## src/rtl/mem_port_arbiter.sv

```systemverilog
// mem_port_arbiter: shares one memory port between instruction fetch (I) and
// the load/store stage (D). Only one transaction is in flight at a time.
// D has priority. After STARVE_LIMIT consecutive lost contests, I is forced to win.
// Ports:
//   clk, rst                        clock, async active-high reset
//   if_req/if_addr                  fetch request, held until if_ack
//   if_ack/if_err/if_rdata          fetch completion pulse, error flag, instruction
//   d_req/d_we/d_addr/d_width/d_wdata  data request and payload, held until d_ack
//   d_ack/d_err/d_rdata             data completion pulse, error flag, load data
//   mem_req/mem_we/mem_addr/mem_wdata/mem_width  registered memory transaction
//   mem_ack/mem_rdata               memory completion and read data
//   busy                            arbiter not idle
module mem_port_arbiter #(
    parameter int unsigned ADDR_W       = 64,
    parameter int unsigned STARVE_LIMIT = 4
) (
    input  logic              clk,
    input  logic              rst,
    input  logic              if_req,
    input  logic [ADDR_W-1:0] if_addr,
    output logic              if_ack,
    output logic              if_err,
    output logic [31:0]       if_rdata,
    input  logic              d_req,
    input  logic              d_we,
    input  logic [ADDR_W-1:0] d_addr,
    input  logic [2:0]        d_width,
    input  logic [63:0]       d_wdata,
    output logic              d_ack,
    output logic              d_err,
    output logic [63:0]       d_rdata,
    output logic              mem_req,
    output logic              mem_we,
    output logic [ADDR_W-1:0] mem_addr,
    output logic [63:0]       mem_wdata,
    output logic [2:0]        mem_width,
    input  logic              mem_ack,
    input  logic [63:0]       mem_rdata,
    output logic              busy
);

    localparam int unsigned CNT_W = 4;
    localparam logic [CNT_W-1:0] LIMIT = CNT_W'(STARVE_LIMIT);

    typedef enum logic [1:0] {
        IDLE   = 2'd0,
        BUSY_I = 2'd1,
        BUSY_D = 2'd2,
        RESP   = 2'd3
    } state_t;

    state_t           state;
    logic [CNT_W-1:0] starve_cnt;

    logic        grant_d;
    logic        grant_i;
    logic        contested;
    logic        if_bad;
    logic        d_bad;
    logic [63:0] load_data;

    // Arbitration: D wins unless fetch has lost LIMIT contests in a row.
    assign contested = if_req && d_req;
    assign grant_d   = d_req && !(if_req && (starve_cnt == LIMIT));
    assign grant_i   = if_req && !grant_d;

    // Misaligned fetch (instructions are 32-bit).
    assign if_bad = (if_addr[1:0] != 2'b00);

    // The data address must be aligned to the access size. Width codes above 3 are illegal.
    always_comb begin
        d_bad = 1'b1;
        case (d_width)
            3'd0:    d_bad = 1'b0;
            3'd1:    d_bad = d_addr[0];
            3'd2:    d_bad = (d_addr[1:0] != 2'b00);
            3'd3:    d_bad = (d_addr[2:0] != 3'b000);
            default: d_bad = 1'b1;
        endcase
    end

    // Load data zero-extended from the latched access width.
    always_comb begin
        load_data = mem_rdata;
        case (mem_width[1:0])
            2'd0:    load_data = {56'd0, mem_rdata[7:0]};
            2'd1:    load_data = {48'd0, mem_rdata[15:0]};
            2'd2:    load_data = {32'd0, mem_rdata[31:0]};
            default: load_data = mem_rdata;
        endcase
    end

    // Arbiter FSM with registered outputs.
    always_ff @(posedge clk or posedge rst) begin
        if (rst) begin
            state      <= IDLE;
            starve_cnt <= '0;
            if_ack     <= 1'b0;
            if_err     <= 1'b0;
            if_rdata   <= '0;
            d_ack      <= 1'b0;
            d_err      <= 1'b0;
            d_rdata    <= '0;
            mem_req    <= 1'b0;
            mem_we     <= 1'b0;
            mem_addr   <= '0;
            mem_wdata  <= '0;
            mem_width  <= '0;
            busy       <= 1'b0;
        end else begin
            if_ack <= 1'b0;
            if_err <= 1'b0;
            d_ack  <= 1'b0;
            d_err  <= 1'b0;
            case (state)
                IDLE: begin
                    if (grant_d) begin
                        if (contested && (starve_cnt < LIMIT)) begin
                            starve_cnt <= starve_cnt + CNT_W'(1);
                        end
                        busy <= 1'b1;
                        if (d_bad) begin
                            d_ack   <= 1'b1;
                            d_err   <= 1'b1;
                            d_rdata <= '0;
                            state   <= RESP;
                        end else begin
                            mem_req   <= 1'b1;
                            mem_we    <= d_we;
                            mem_addr  <= d_addr;
                            mem_wdata <= d_wdata;
                            mem_width <= d_width;
                            state     <= BUSY_D;
                        end
                    end else if (grant_i) begin
                        starve_cnt <= '0;
                        busy       <= 1'b1;
                        if (if_bad) begin
                            if_ack   <= 1'b1;
                            if_err   <= 1'b1;
                            if_rdata <= '0;
                            state    <= RESP;
                        end else begin
                            mem_req   <= 1'b1;
                            mem_we    <= 1'b0;
                            mem_addr  <= if_addr;
                            mem_wdata <= '0;
                            mem_width <= 3'd2;
                            state     <= BUSY_I;
                        end
                    end
                end
                BUSY_I: begin
                    if (mem_ack) begin
                        mem_req  <= 1'b0;
                        if_rdata <= mem_rdata[31:0];
                        if_ack   <= 1'b1;
                        state    <= RESP;
                    end
                end
                BUSY_D: begin
                    if (mem_ack) begin
                        mem_req <= 1'b0;
                        d_rdata <= mem_we ? 64'd0 : load_data;
                        d_ack   <= 1'b1;
                        state   <= RESP;
                    end
                end
                RESP: begin
                    busy  <= 1'b0;
                    state <= IDLE;
                end
                default: begin
                    busy  <= 1'b0;
                    state <= IDLE;
                end
            endcase
        end
    end

endmodule

```

## config.mk

```make
export PLATFORM = sky130hd
export DESIGN_NAME = mem_port_arbiter
export DESIGN_NICKNAME = d
export VERILOG_FILES = /design/src/rtl/mem_port_arbiter.sv
export SDC_FILE = /design/constraint.sdc
export NUM_CORES = 1
export LEC_CHECK = 0
export BUFFER_PORTS_ARGS = -buffer_cell sky130_fd_sc_hd__buf_2
export CORE_AREA = 2 2 192 194
export CTS_CLUSTER_DIAMETER = 150
export DETAILED_ROUTE_END_ITERATION = 16
export DIE_AREA = 0 0 194 196
export GPL_TIMING_DRIVEN = 0
export PLACE_DENSITY_LB_ADDON = 0.1
export SETUP_SLACK_MARGIN = 0.1
export SYNTH_ARGS = -nofsm -noshare
export SYNTH_HDL_FRONTEND = slang
export SYNTH_SLANG_ARGS = --single-unit
```

## constraint.sdc

```tcl
create_clock -name clk -period 20.7 [get_ports clk]
set_clock_uncertainty 0.05 [all_clocks]
set_input_delay 1.035 -clock clk [delete_from_list [all_inputs] [get_ports clk]]
set_output_delay 1.035 -clock clk [all_outputs]
set_load 0.05 [all_outputs]
```

* Word-level counts from Yosys, hierarchy flattened
Index checks and enable logic that the tools add are counted.
Word-level totals: register bits 240, input port bits 265, output and inout bits 234, logic and storage cells 121
Cells by class: add/subtract/negate cells 1, $lt $le $gt $ge 1, equal/unequal tests 23, multiplexer cells 56, reductions and logical operators 26
Operators with widths (number):
- $mux W64 | 12
- $pmux W64 S3 | 1
- $mux W32 | 4
- $pmux W64 S2 | 1
- $pmux W32 S2 | 1
- $mux W1 | 20
- $ne A2 B2 Y1 const B | 9
- $reduce_bool A2 Y1 | 7
- $mux W3 | 4
- $mux W4 | 3
- $reduce_and A5 Y1 | 2
- $ne A3 B3 Y1 const B | 3
- $mux W2 | 4
- $pmux W1 S2 | 4
- $reduce_and A4 Y1 | 2
- $eq A2 B2 Y1 const B | 3
- $eq A3 B2 Y1 const B | 2
- $pmux W2 S3 | 1
- $logic_and A1 B1 Y1 | 5
- $add A4 B1 Y4 const B | 1
- $eq A2 B1 Y1 const B | 2
- $eq A4 B3 Y1 const B | 1
- $logic_not A2 Y1 | 2
- $lt A4 B3 Y1 const B | 1
- 9 further kinds | 12

* Longest topological paths before layout
Gate-level depths: netlist of the first run.
depth after elaboration 9, gate-level depth with buffers 9, mapped depth without buffers 6

* Least setup slack after synthesis of the first run
Ideal clock, no wire load.
path type input port to flip-flop, start point input d_addr[2], end point register mem_width[0], library setup time 127 ps, arrival 2424 ps, data required time 20523 ps, slack 18099 ps, stages on the path 7, buffers on the path 3, cells stage by stage a21o_1 -> a211o_1 -> buf_2 -> or2_1 -> clkbuf_1 -> buf_6 -> mux2_1
On the way: word-level cells in the longest chain between the ends 4
RTL lines:
- from (decl) | line 26 | input logic [ADDR_W-1:0] d_addr,
- $reduce_bool A3 Y1 | line 77 | 3'd3: d_bad = (d_addr[2:0] != 3'b000);
- $pmux W1 S4 | line 73 | case (d_width)
- $ne A2 B2 Y1 (no source line)
- $reduce_and A4 Y1 (no source line)
- to (signal assigned) | line 132 | mem_width <= d_width;
- to (decl) | line 36 | output logic [2:0] mem_width,
Every way passes these cells. A chain may end at the register's enable or synchronous reset.

* Worst setup path after layout of the first run
start point input d_req, end point register mem_addr[28]
On the way: word-level cells in the longest chain between the ends 5, elaborated cells between the ends (all ways) 8, those cells by class 2 x eq/ne; 1 x mux; 5 x reduce/logical
RTL lines:
- from (decl) | line 24 | input logic d_req,
- $logic_and A1 B1 Y1 * | line 64 | assign grant_d = d_req && !(if_req && (starve_cnt == LIMIT));
- $logic_not A1 Y1 | line 65 | assign grant_i = if_req && !grant_d;
- $logic_and A1 B1 Y1 | line 65
- $reduce_bool A2 Y1 (no source line)
- $reduce_and A4 Y1 (no source line)
- to (signal assigned) | line 130 | mem_addr <= d_addr;
- to (signal assigned) | line 146 | mem_addr <= if_addr;
- to (decl) | line 34 | output logic [ADDR_W-1:0] mem_addr,
Every way passes the cells marked *; elsewhere a longest branch is shown, timed or not.

==> results of run 1 <==
-- registers in the layout (all words and copies together) (netlist names) --
name	cells
starve_cnt	4
mem_width	3
d_err	1
d_rdata	64
mem_addr	64
if_rdata	32
mem_we	1
mem_wdata	64
busy	1
if_err	1
if_ack	1
mem_req	1
state	2
d_ack	1
-- worst max-delay path by stage --
stage	from	end	slack (ns)
after floorplan	rst	busy$_DFFE_PP0P_	13.03
after global placement	rst	mem_wdata[31]$_DFFE_PP0P_	9.38
after detailed placement	d_req	mem_addr[28]$_DFFE_PP0P_	17.12
after CTS	starve_cnt[0]$_DFFE_PP0P_	mem_addr[28]$_DFFE_PP0P_	17.70
after global routing	starve_cnt[0]$_DFFE_PP0P_	mem_addr[43]$_DFFE_PP0P_	17.48
final	d_req	mem_addr[28]$_DFFE_PP0P_	17.72
-- cell families after synthesis --
| group | count (synthesis) | share of synthesized area |
|---|---|---|
| AOI/OAI and AO/OA | 386 | 0.281 |
| DFF | 240 | 0.602 |
| buffers and inverters | 160 | 0.0640 |
| and+or+nand+nor | 101 | 0.0441 |
| adders and majority gates | 6 | 0.00752 |
| xor gates and xnor gates | 1 | 0.000877 |
| muxes | 1 | 0.00113 |
-- critical path, stage by stage --
cell,delay [ns]
buf_2,0.09
buf_2,0.20
inv_1,0.09
o2111ai_1,0.50
clkbuf_1,0.68
clkbuf_1,0.43
o32ai_1,0.21
a21oi_1,0.15
-- layout make-up --
class                   count  area share
inverters                  75      0.0206
flip-flops and latches    240       0.428
plain buffers              85      0.0255
diodes                     12     0.00214
clock inverters             3     0.00285
repair buffers            500       0.181
multi-input cells         495       0.238
clock buffers              46      0.0605
well taps                 468      0.0417
-- metal layers --
metal  share of wire  global-route usage
met1            0.41               0.256
met2            0.48               0.337
met3           0.075              0.0586
met4           0.037              0.0752
met5         0.00087                   0
-- per-stage QoR --
step                      std cells  worst slack (ns)  power, uW  cell area, sq um
after floorplan                 895             13.03       1760              9980
after global placement         1861              9.38       2140             13100
after detailed placement       1863             17.12       2150             13100
after CTS                      1912             17.70       2640             14000
after global routing           1917             17.48       2750             14000
final                          1924             17.72       2610             14000
-- layout by cell type (no fill, tap or decap), types with 2 or more instances in the layout --
cell type	Yosys	layout
a2111oi_2	2	2
a211o_1	2	2
a211oi_1	2	2
a21o_1	2	2
a21oi_1	70	70
a22o_1	88	88
a32o_1	8	8
and2_1	2	2
buf_1	4	4
buf_16	0	2
buf_2	25	523
clkbuf_1	55	66
clkbuf_16	0	29
clkbuf_8	0	6
clkinv_2	0	2
dfrtp_1	240	240
diode_2	0	12
ha_1	6	6
inv_1	74	73
nand2_1	6	6
nand3_1	4	4
nand4_1	2	2
nand4b_1	2	2
nor2_1	71	71
nor2b_1	2	2
nor3_1	4	4
o211ai_1	68	68
o21ai_0	40	40
o21ai_1	30	30
o22ai_1	2	2
o32ai_1	63	63
or4_1	2	2
-- where the power goes --
| part | leakage [uW] | internal [uW] | switching, uW |
|---|---|---|---|
| clock | 0.000436 | 289 | 198 |
| sequential | 0.00304 | 666 | 107 |
| combinational | 0.00365 | 323 | 1030 |
| total | 0.00712 | 1280 | 1340 |
==> impl_metrics.csv, run 1 <==
group,metric,value,unit
run_status,outcome,"complete, no violations",
synth,synth_area,9980,sq um
grt,grt_pass1_wl,60000,um
cts,postCtsHoldBufs,0,
sta,setup_viol_count_final,0,
layout,drive_above_1_share,0.395,
routing,drtAntennaViolNets,0,
floorplanning,pin_count,499,
synth,synthTopCellsByArea,"dfrtp_1 60%, a22o_1 7.7%, o32ai_1 5.5%, o211ai_1 5.1%, a21oi_1 3.5%",
power,vdd_drop_max,0.107,mV
routing,avgRoutedWirePerCell,20.9,um
synth,synth.net_count,1166,
layout,n_fill_cell,3759,
cts,cts_made_buffers,29,
synth,yosysWarningCount,0,
layout,regArea,6010,sq um
layout,final_net_count,1697,
grt,grt_max_degree,104,
floorplanning,die_h,196,um
grt,grt_overflow,0,
setup_path,reg2regPathDepth,8,
power,leakage,0.00712,uW
sta,hold_viol_final,0,
sta,hold-worst-slack,0.436,ns
synth,netlist.top_cell.by_area,"dfrtp_1",
cts,ctsResizeCount,0,
layout,area_growth,40.7,%
floorplanning,initial_utilization,0.277,
synth,synth_common_cells,"240 x dfrtp_1, 88 x a22o_1, 74 x inv_1",
sta,tns,0,ns
grt,antenna_found_initial,17,
setup_path,timing.rr.end,"mem_addr[28]$_DFFE_PP0P_",
layout,fin_util,0.389,
sta,relSlewSlack,0.172,
sta,clock.fmax,335,MHz
synth,avgSynthCellArea,11.2,sq um
worst_hold_path,whs_endpoint,"d_rdata[11]$_DFFE_PP0P_",
floorplanning,die_w,194,um
setup_path,worst_setup_path_end_kind,"register",
setup_path,criticalPathCategory,"input port to register",
setup_path,arrival,3.40,ns
synth,async_flop_share,1.00,
grt,grt_usage,0.205,
setup_path,reg2reg_from,"starve_cnt[0]$_DFFE_PP0P_",
synth,synth.most_common_cell,"dfrtp_1",
sta,tightest_slew,1.23,ns
routing,vias,9367,
routing,drc,0,
synth,synth_top_area_frac,0.602,
worst_hold_path,hold_start,"d_rdata[11]$_DFFE_PP0P_",
power,p_per_area,186,nW/um^2
cts,cts_tree,"done",
sta,finalCritPeriodShare,0.144,
synth,synth-main-ff-cell,"dfrtp_1",
floorplanning,coreArea,36100,sq um
routing,vias_per_cell,4.87,
setup_path,crit_path_start_kind,"input port",
worst_hold_path,min_path_type,"register to register",
floorplanning,rows,70,
routing,wl,40300,um
worst_hold_path,hold_depth,1,
routing,drtPass1Iterations,4,
placement,dp_hpwl,30600,um
cts,insertion_delay,0.54,ns
synth,synth-edff-count,0,
routing,drtIter0Drc,336,
sta,finalMaxSlewViolations,0,
setup_path,ff2ff_setup_slack,17.73,ns
cts,clk_pin_slew,0.06,ns
floorplanning,die-area,38000,sq um
setup_path,worst_ep_required_time,21.11,ns
cts,clk_path_buf_depth,3,
cts,htreeDepth,1,
cts,cts_root_buf,"clkbuf_16",
cts,post_cts_buffers,0,
placement,numPortBuffers,498,
placement,routabilityCongestion,0.815,
setup_path,critPathMaxFanout,10,
grt,grt_pass1_vias,9726,
sta,period_minus_slack,2.98,ns
sta,rsz0062_at_grt,"no",
layout,multiInputGateArea,3340,sq um
synth,synth_seq_area_share,0.602,
synth,ys_ff_latch,240,
synth,syn_inst,895,
run,maxCapViolations,0,
synth,ys_types,46,
cts,cts.sinks,240,
Power figures use the tool's default switching activity.
==> inputs of run 2 (changes only) <==
CORE_AREA = 2 2 193 195   (was 2 2 192 194)
DIE_AREA = 0 0 195 197   (was 0 0 194 196)
clock period = 2.5 ns   (was 20.7 ns; I/O delays follow)
==> run 2 against run 1 <==
- combinational power increased to 8.7 times the previous value
- non-clock buffer count increased by 272
- global-route usage increased by 1.8 points
- clock power increased to 9.2 times the previous value
- count of clock-buffer cells in the layout decreased by 3
- first-iteration DRC count increased by 10%
- total power increased to 8.7 times the previous value
- critical path depth unchanged
- routed wire length increased by 8.9%
==> impl_metrics.csv, run 2 (synthesis results as in run 1) <==
group,metric,value,unit
run_status,outcome,"complete, no violations",
layout,fin_util,0.470,
floorplanning,initial_utilization,0.275,
cts,clk_path_buf_depth,3,
routing,wl,43900,um
grt,grt_overflow,0,
cts,insertion_delay,0.56,ns
layout,fin_area,17100,sq um
grt,grt_pass1_vias,11300,
setup_path,arrival,2.69,ns
placement,routabilityCongestion,0.786,
floorplanning,rows,70,
setup_path,ff2ff_setup_slack,0.24,ns
power,leakage,0.00843,uW
placement,dp_hpwl,31600,um
worst_hold_path,hold_start,"if_addr[0]",
routing,avgRoutedWirePerCell,20.0,um
floorplanning,pin_count,499,
power,p_sw,11300,uW
layout,area_growth,70.9,%
layout,top_regs,"d_rdata (64), mem_addr (64), mem_wdata (64)",
sta,tns,0,ns
floorplanning,die_w,195,um
power,vdd_drop_max,0.658,mV
routing,drtAntennaViolNets,0,
routing,drtIter0Drc,371,
power,switching_share,0.501,
cts,cts_made_buffers,29,
layout,final_cell_mix,"518 x buf_2, 263 x dlygate4sd3_1, 240 x dfrtp_1",
sta,finalMaxSlewViolations,0,
setup_path,reg2reg_from,"starve_cnt[0]$_DFFE_PP0P_",
power,p_per_area,1330,nW/um^2
sta,finalCritPeriodShare,0.905,
grt,grt_pass1_wl,66300,um
setup_path,timing.rr.end,"mem_addr[28]$_DFFE_PP0P_",
sta,relSlewSlack,0.572,
layout,drive_above_1_share,0.365,
floorplanning,coreArea,36300,sq um
routing,drtPass1Iterations,6,
sta,clock.fmax,442,MHz
setup_path,critPathMaxFanout,10,
worst_hold_path,min_path_type,"input port to register",
worst_hold_path,whs_endpoint,"mem_addr[60]$_DFFE_PP0P_",
grt,grt_max_degree,41,
floorplanning,die-area,38400,sq um
placement,place_area,13200,sq um
routing,drc,0,
sta,rsz0062_at_grt,"no",
cts,cts_tree,"done",
setup_path,reg2regPathDepth,8,
layout,final_net_count,1969,
setup_path,worst_setup_path_end_kind,"register",
setup_path,crit_path_start_kind,"register",
power,p_comb_frac,0.520,
routing,vias_per_cell,4.79,
power,clkPwrFrac,0.197,
grt,antenna_found_initial,9,
sta,tightest_slew,0.642,ns
setup_path,criticalPathCategory,"register to register",
routing,vias,10500,
grt,grt_usage,0.222,
power,power.total,22600,uW
layout,layout_commonest_cell,"buf_2",
setup_path,worst_ep_required_time,2.93,ns
power,p_int,11300,uW
run,maxCapViolations,0,
cts,clk_pin_slew,0.06,ns
cts,htreeDepth,1,
power,pwr-share-seq,0.282,
sta,hold_viol_final,0,
worst_hold_path,hold_depth,5,
floorplanning,die_h,197,um
sta,period_minus_slack,2.26,ns
sta,setup_viol_count_final,0,
cts,cts.sinks,240,
placement,numPortBuffers,498,
cts,cts_root_buf,"clkbuf_16",
==> run 2: worst max path at each step <==
stage / from / cells after the start / end / slack, ns
finish: starve_cnt[0]$_DFFE_PP0P_ / 8 / mem_addr[28]$_DFFE_PP0P_ / 0.24
global route: starve_cnt[1]$_DFFE_PP0P_ / 10 / mem_addr[3]$_DFFE_PP0P_ / 0.09
CTS: state[0]$_DFFE_PP0P_ / 8 / mem_addr[4]$_DFFE_PP0P_ / 0.09
detailed placement: starve_cnt[0]$_DFFE_PP0P_ / 8 / mem_addr[28]$_DFFE_PP0P_ / -0.48
global placement: rst / 2 / d_rdata[57]$_DFFE_PP0P_ / -2.75
floorplan: rst / 1 / busy$_DFFE_PP0P_ / -0.82
==> run 2: timing repair <==
| item | in CTS | in global routing |
|---|---|---|
| setup buffers | 3 | 1 |
| hold buffers | 263 | 0 |
| endpoints found under the hold margin | 278 | 0 |
| pin swaps | 3 | 2 |
| resized for setup | 36 | 30 |
| setup endpoints to repair | 227 | 218 |
==> run 2: power groups by stage <==
stage / Clock [uW] / Combinational (uW) / Sequential, uW
2_1_floorplan: 0 / 2610 / 11900
3_3_place_gp: 0 / 11300 / 6420
3_5_place_dp: 0 / 11400 / 6440
4_1_cts: 4600 / 11800 / 6400
5_1_grt: 4760 / 12400 / 6620
6_report: 4460 / 11800 / 6400
==> run 2: cell type report <==
cell class / count / area [sq um]
inverter: 75 / 287
multi-input combinational: 495 / 3430
fill: 3494 / 19200
sequential: 240 / 6010
buffer: 85 / 418
tap: 468 / 586
clock buffer: 43 / 848
timing repair buffer: 772 / 5300
clock inverter: 10 / 161
antenna: 9 / 22.5
==> run 2: worst max-delay path, cell delays in order, from the launching register on <==
cell and delay (ns):
dfrtp_1 0.39, inv_1 0.06, ha_1 0.23, and3b_1 0.22, o2111ai_2 0.35, buf_4 0.31
clkbuf_2 0.29, o32ai_1 0.16, a21oi_1 0.14
==> run 2: stage by stage <==
| step | hold slack [ns] | cells | setup WS, ns |
|---|---|---|---|
| CTS | 0.0211 | 2187 | 0.0870 |
| global route | 0.0589 | 2195 | 0.0923 |
| floorplan | 0.162 | 895 | -0.823 |
| detailed placement | 0.190 | 1868 | -0.476 |
| global placement | 0.294 | 1861 | -2.75 |
| finish | 0.0457 | 2197 | 0.238 |
==> run 2: routing by layer <==
layer	up-vias	global-route usage	wire length (um)
met3	87	0.0602	3220
met2	433	0.384	21400
met1	5050	0.266	17700
li1	4943	-	-
met5	-	0	0
met4	0	0.0820	1520
==> inputs of run 3 (changes only) <==
BUFFER_PORTS_ARGS = -buffer_cell sky130_fd_sc_hd__clkbuf_2   (was -buffer_cell sky130_fd_sc_hd__buf_2)
==> run 3 against run 2 <==
- combinational power about the same
- final area about the same
- critical endpoint is now mem_addr[9]$_DFFE_PP0P_
- highest routed layer unchanged
- largest power group unchanged
- sequential share of layout area about the same
==> impl_metrics.csv, run 3 (synthesis results as in run 1) <==
group,metric,value,unit
run_status,outcome,"complete, no violations",
floorplanning,rows,70,
cts,cts.sinks,240,
power,vdd_drop_max,0.695,mV
layout,area_growth,70.7,%
floorplanning,die_w,195,um
layout,drive_above_1_share,0.369,
setup_path,reg2regPathDepth,9,
grt,grt_max_degree,41,
routing,vias_per_cell,4.80,
worst_hold_path,hold_depth,5,
grt,grt_busiest_layer,"met2",
routing,vias,10500,
sta,hold_viol_final,0,
sta,tightest_slew,0.793,ns
power,clkPwrFrac,0.192,
sta,fin_ws,0.243,ns
power,p_sw,11300,uW
grt,use_met1,0.266,
power,p_comb_frac,0.521,
grt,antenna_found_initial,5,
floorplanning,pin_count,499,
setup_path,critPathMaxFanout,10,
power,p_int,11200,uW
power,pwr-share-seq,0.287,
routing,drtAntennaViolNets,0,
layout,fin_util,0.470,
cts,clk_pin_slew,0.06,ns
run,maxCapViolations,0,
routing,drc,0,
floorplanning,initial_utilization,0.275,
power,leakage,0.00844,uW
setup_path,slowest_delay,0.38,ns
placement,dp_hpwl,31700,um
sta,setup_viol_count_final,0,
power,p_per_area,1320,nW/um^2
setup_path,arrival,2.62,ns
setup_path,worst_setup_path_end_kind,"register",
grt,gr-usage-met3,0.0560,
setup_path,crit_path_cell_trace,"inv_1 > ha_1 > nand4b_1 > buf_4 > nand3_2 > buf_4 > clkbuf_2 > o32ai_1 > a21oi_1",
cts,insertion_delay,0.54,ns
layout,top_regs,"d_rdata (64), mem_addr (64), mem_wdata (64)",
cts,cts_tree,"done",
layout,layout_commonest_cell,"clkbuf_2",
floorplanning,die_h,197,um
setup_path,ff2ff_setup_slack,0.24,ns
routing,drtIter0Drc,451,
setup_path,crit_path_start_kind,"register",
grt,grt_usage,0.220,
sta,hold-worst-slack,0.0737,ns
setup_path,timing.rr.end,"mem_addr[9]$_DFFE_PP0P_",
layout,fin_area,17000,sq um
sta,clock.fmax,443,MHz
sta,relSlewSlack,0.470,
routing,drtPass1Iterations,4,
layout,final_cell_mix,"529 x clkbuf_2, 263 x dlygate4sd3_1, 240 x dfrtp_1",
setup_path,path_delay_family,"buffers and inverters",
setup_path,slowest_stage,"dfrtp_1",
sta,finalMaxSlewViolations,0,
floorplanning,die-area,38400,sq um
placement,routabilityCongestion,0.796,
grt,grt_overflow,0,
cts,clk_path_buf_depth,3,
cts,cts_root_buf,"clkbuf_16",
placement,post-place-ws,-0.454,ns
layout,final_net_count,1972,
grt,grt_pass1_wl,66000,um
grt,grt_util_met2,0.383,
power,switching_share,0.503,
setup_path,path_common_cell,"buf_4",
cts,cts_made_buffers,29,
setup_path,criticalPathCategory,"register to register",
worst_hold_path,min_path_type,"input port to register",
worst_hold_path,whs_endpoint,"mem_addr[61]$_DFFE_PP0P_",
setup_path,worst_ep_required_time,2.86,ns
cts,htreeDepth,1,
routing,wl,43700,um
sta,period_minus_slack,2.26,ns
power,power.total,22500,uW
floorplanning,coreArea,36300,sq um
worst_hold_path,hold_start,"if_addr[0]",
sta,rsz0062_at_grt,"yes",
placement,numPortBuffers,498,
routing,avgRoutedWirePerCell,19.9,um
placement,place_area,13200,sq um
grt,grt_pass1_vias,11100,
setup_path,path_buf_inv,4,
sta,finalCritPeriodShare,0.903,
setup_path,reg2reg_from,"starve_cnt[0]$_DFFE_PP0P_",
-- run 3: area by class of cell --
| class | count | area [sq um] |
|---|---|---|
| clock buffer | 46 | 910 |
| sequential | 240 | 6010 |
| clock inverter | 5 | 75.1 |
| multi-input combinational | 495 | 3420 |
| inverter | 75 | 287 |
| fill | 3503 | 19200 |
| buffer | 85 | 423 |
| timing repair buffer | 775 | 5330 |
| antenna | 5 | 12.5 |
| tap | 468 | 586 |
-- run 3: per-layer routing --
| metal | wire length (um) | part of all wire |
|---|---|---|
| met1 | 17600 | 0.40 |
| met2 | 21700 | 0.50 |
| met3 | 3080 | 0.070 |
| met4 | 1350 | 0.031 |
| met5 | 0 | 0 |
-- run 3: what timing repair did --
action,in CTS,in global routing
hold endpoints to repair,261,0
resized for setup,28,51
hold buffers,263,0
buffers inserted,3,4
setup endpoints to repair,227,226
pin swaps,3,0
-- run 3: worst register-to-register path, stage by stage, from the launching register on --
cell,delay [ns]
dfrtp_1,0.38
inv_1,0.06
ha_1,0.22
nand4b_1,0.10
buf_4,0.16
nand3_2,0.20
buf_4,0.28
clkbuf_2,0.23
o32ai_1,0.38
a21oi_1,0.07
-- run 3: worst max-delay path by stage --
stage | from | endpoint | slack [ns] | depth (start not counted)
after floorplan | rst | busy$_DFFE_PP0P_ | -0.82 | 1
after global placement | rst | mem_addr[16]$_DFFE_PP0P_ | -2.73 | 2
after detailed placement | state[0]$_DFFE_PP0P_ | mem_addr[23]$_DFFE_PP0P_ | -0.45 | 8
after CTS | starve_cnt[0]$_DFFE_PP0P_ | mem_addr[5]$_DFFE_PP0P_ | 0.03 | 8
after global routing | starve_cnt[0]$_DFFE_PP0P_ | mem_addr[34]$_DFFE_PP0P_ | 0.06 | 10
final | starve_cnt[0]$_DFFE_PP0P_ | mem_addr[9]$_DFFE_PP0P_ | 0.24 | 9
-- run 3: power groups by stage --
stage	clock (uW)	combinational [uW]	sequential [uW]
5_1_grt	4600	12400	6670
2_1_floorplan	0	2610	11900
3_3_place_gp	0	11300	6480
3_5_place_dp	0	11300	6510
6_report	4320	11700	6460
4_1_cts	4460	11800	6460
-- run 3: per-stage QoR --
step / TNS (ns) / instances
floorplan: -197.48 / 895
global placement: -710.99 / 1861
detailed placement: -62.26 / 1868
CTS: 0 / 2185
global route: 0 / 2192
finish: 0 / 2194
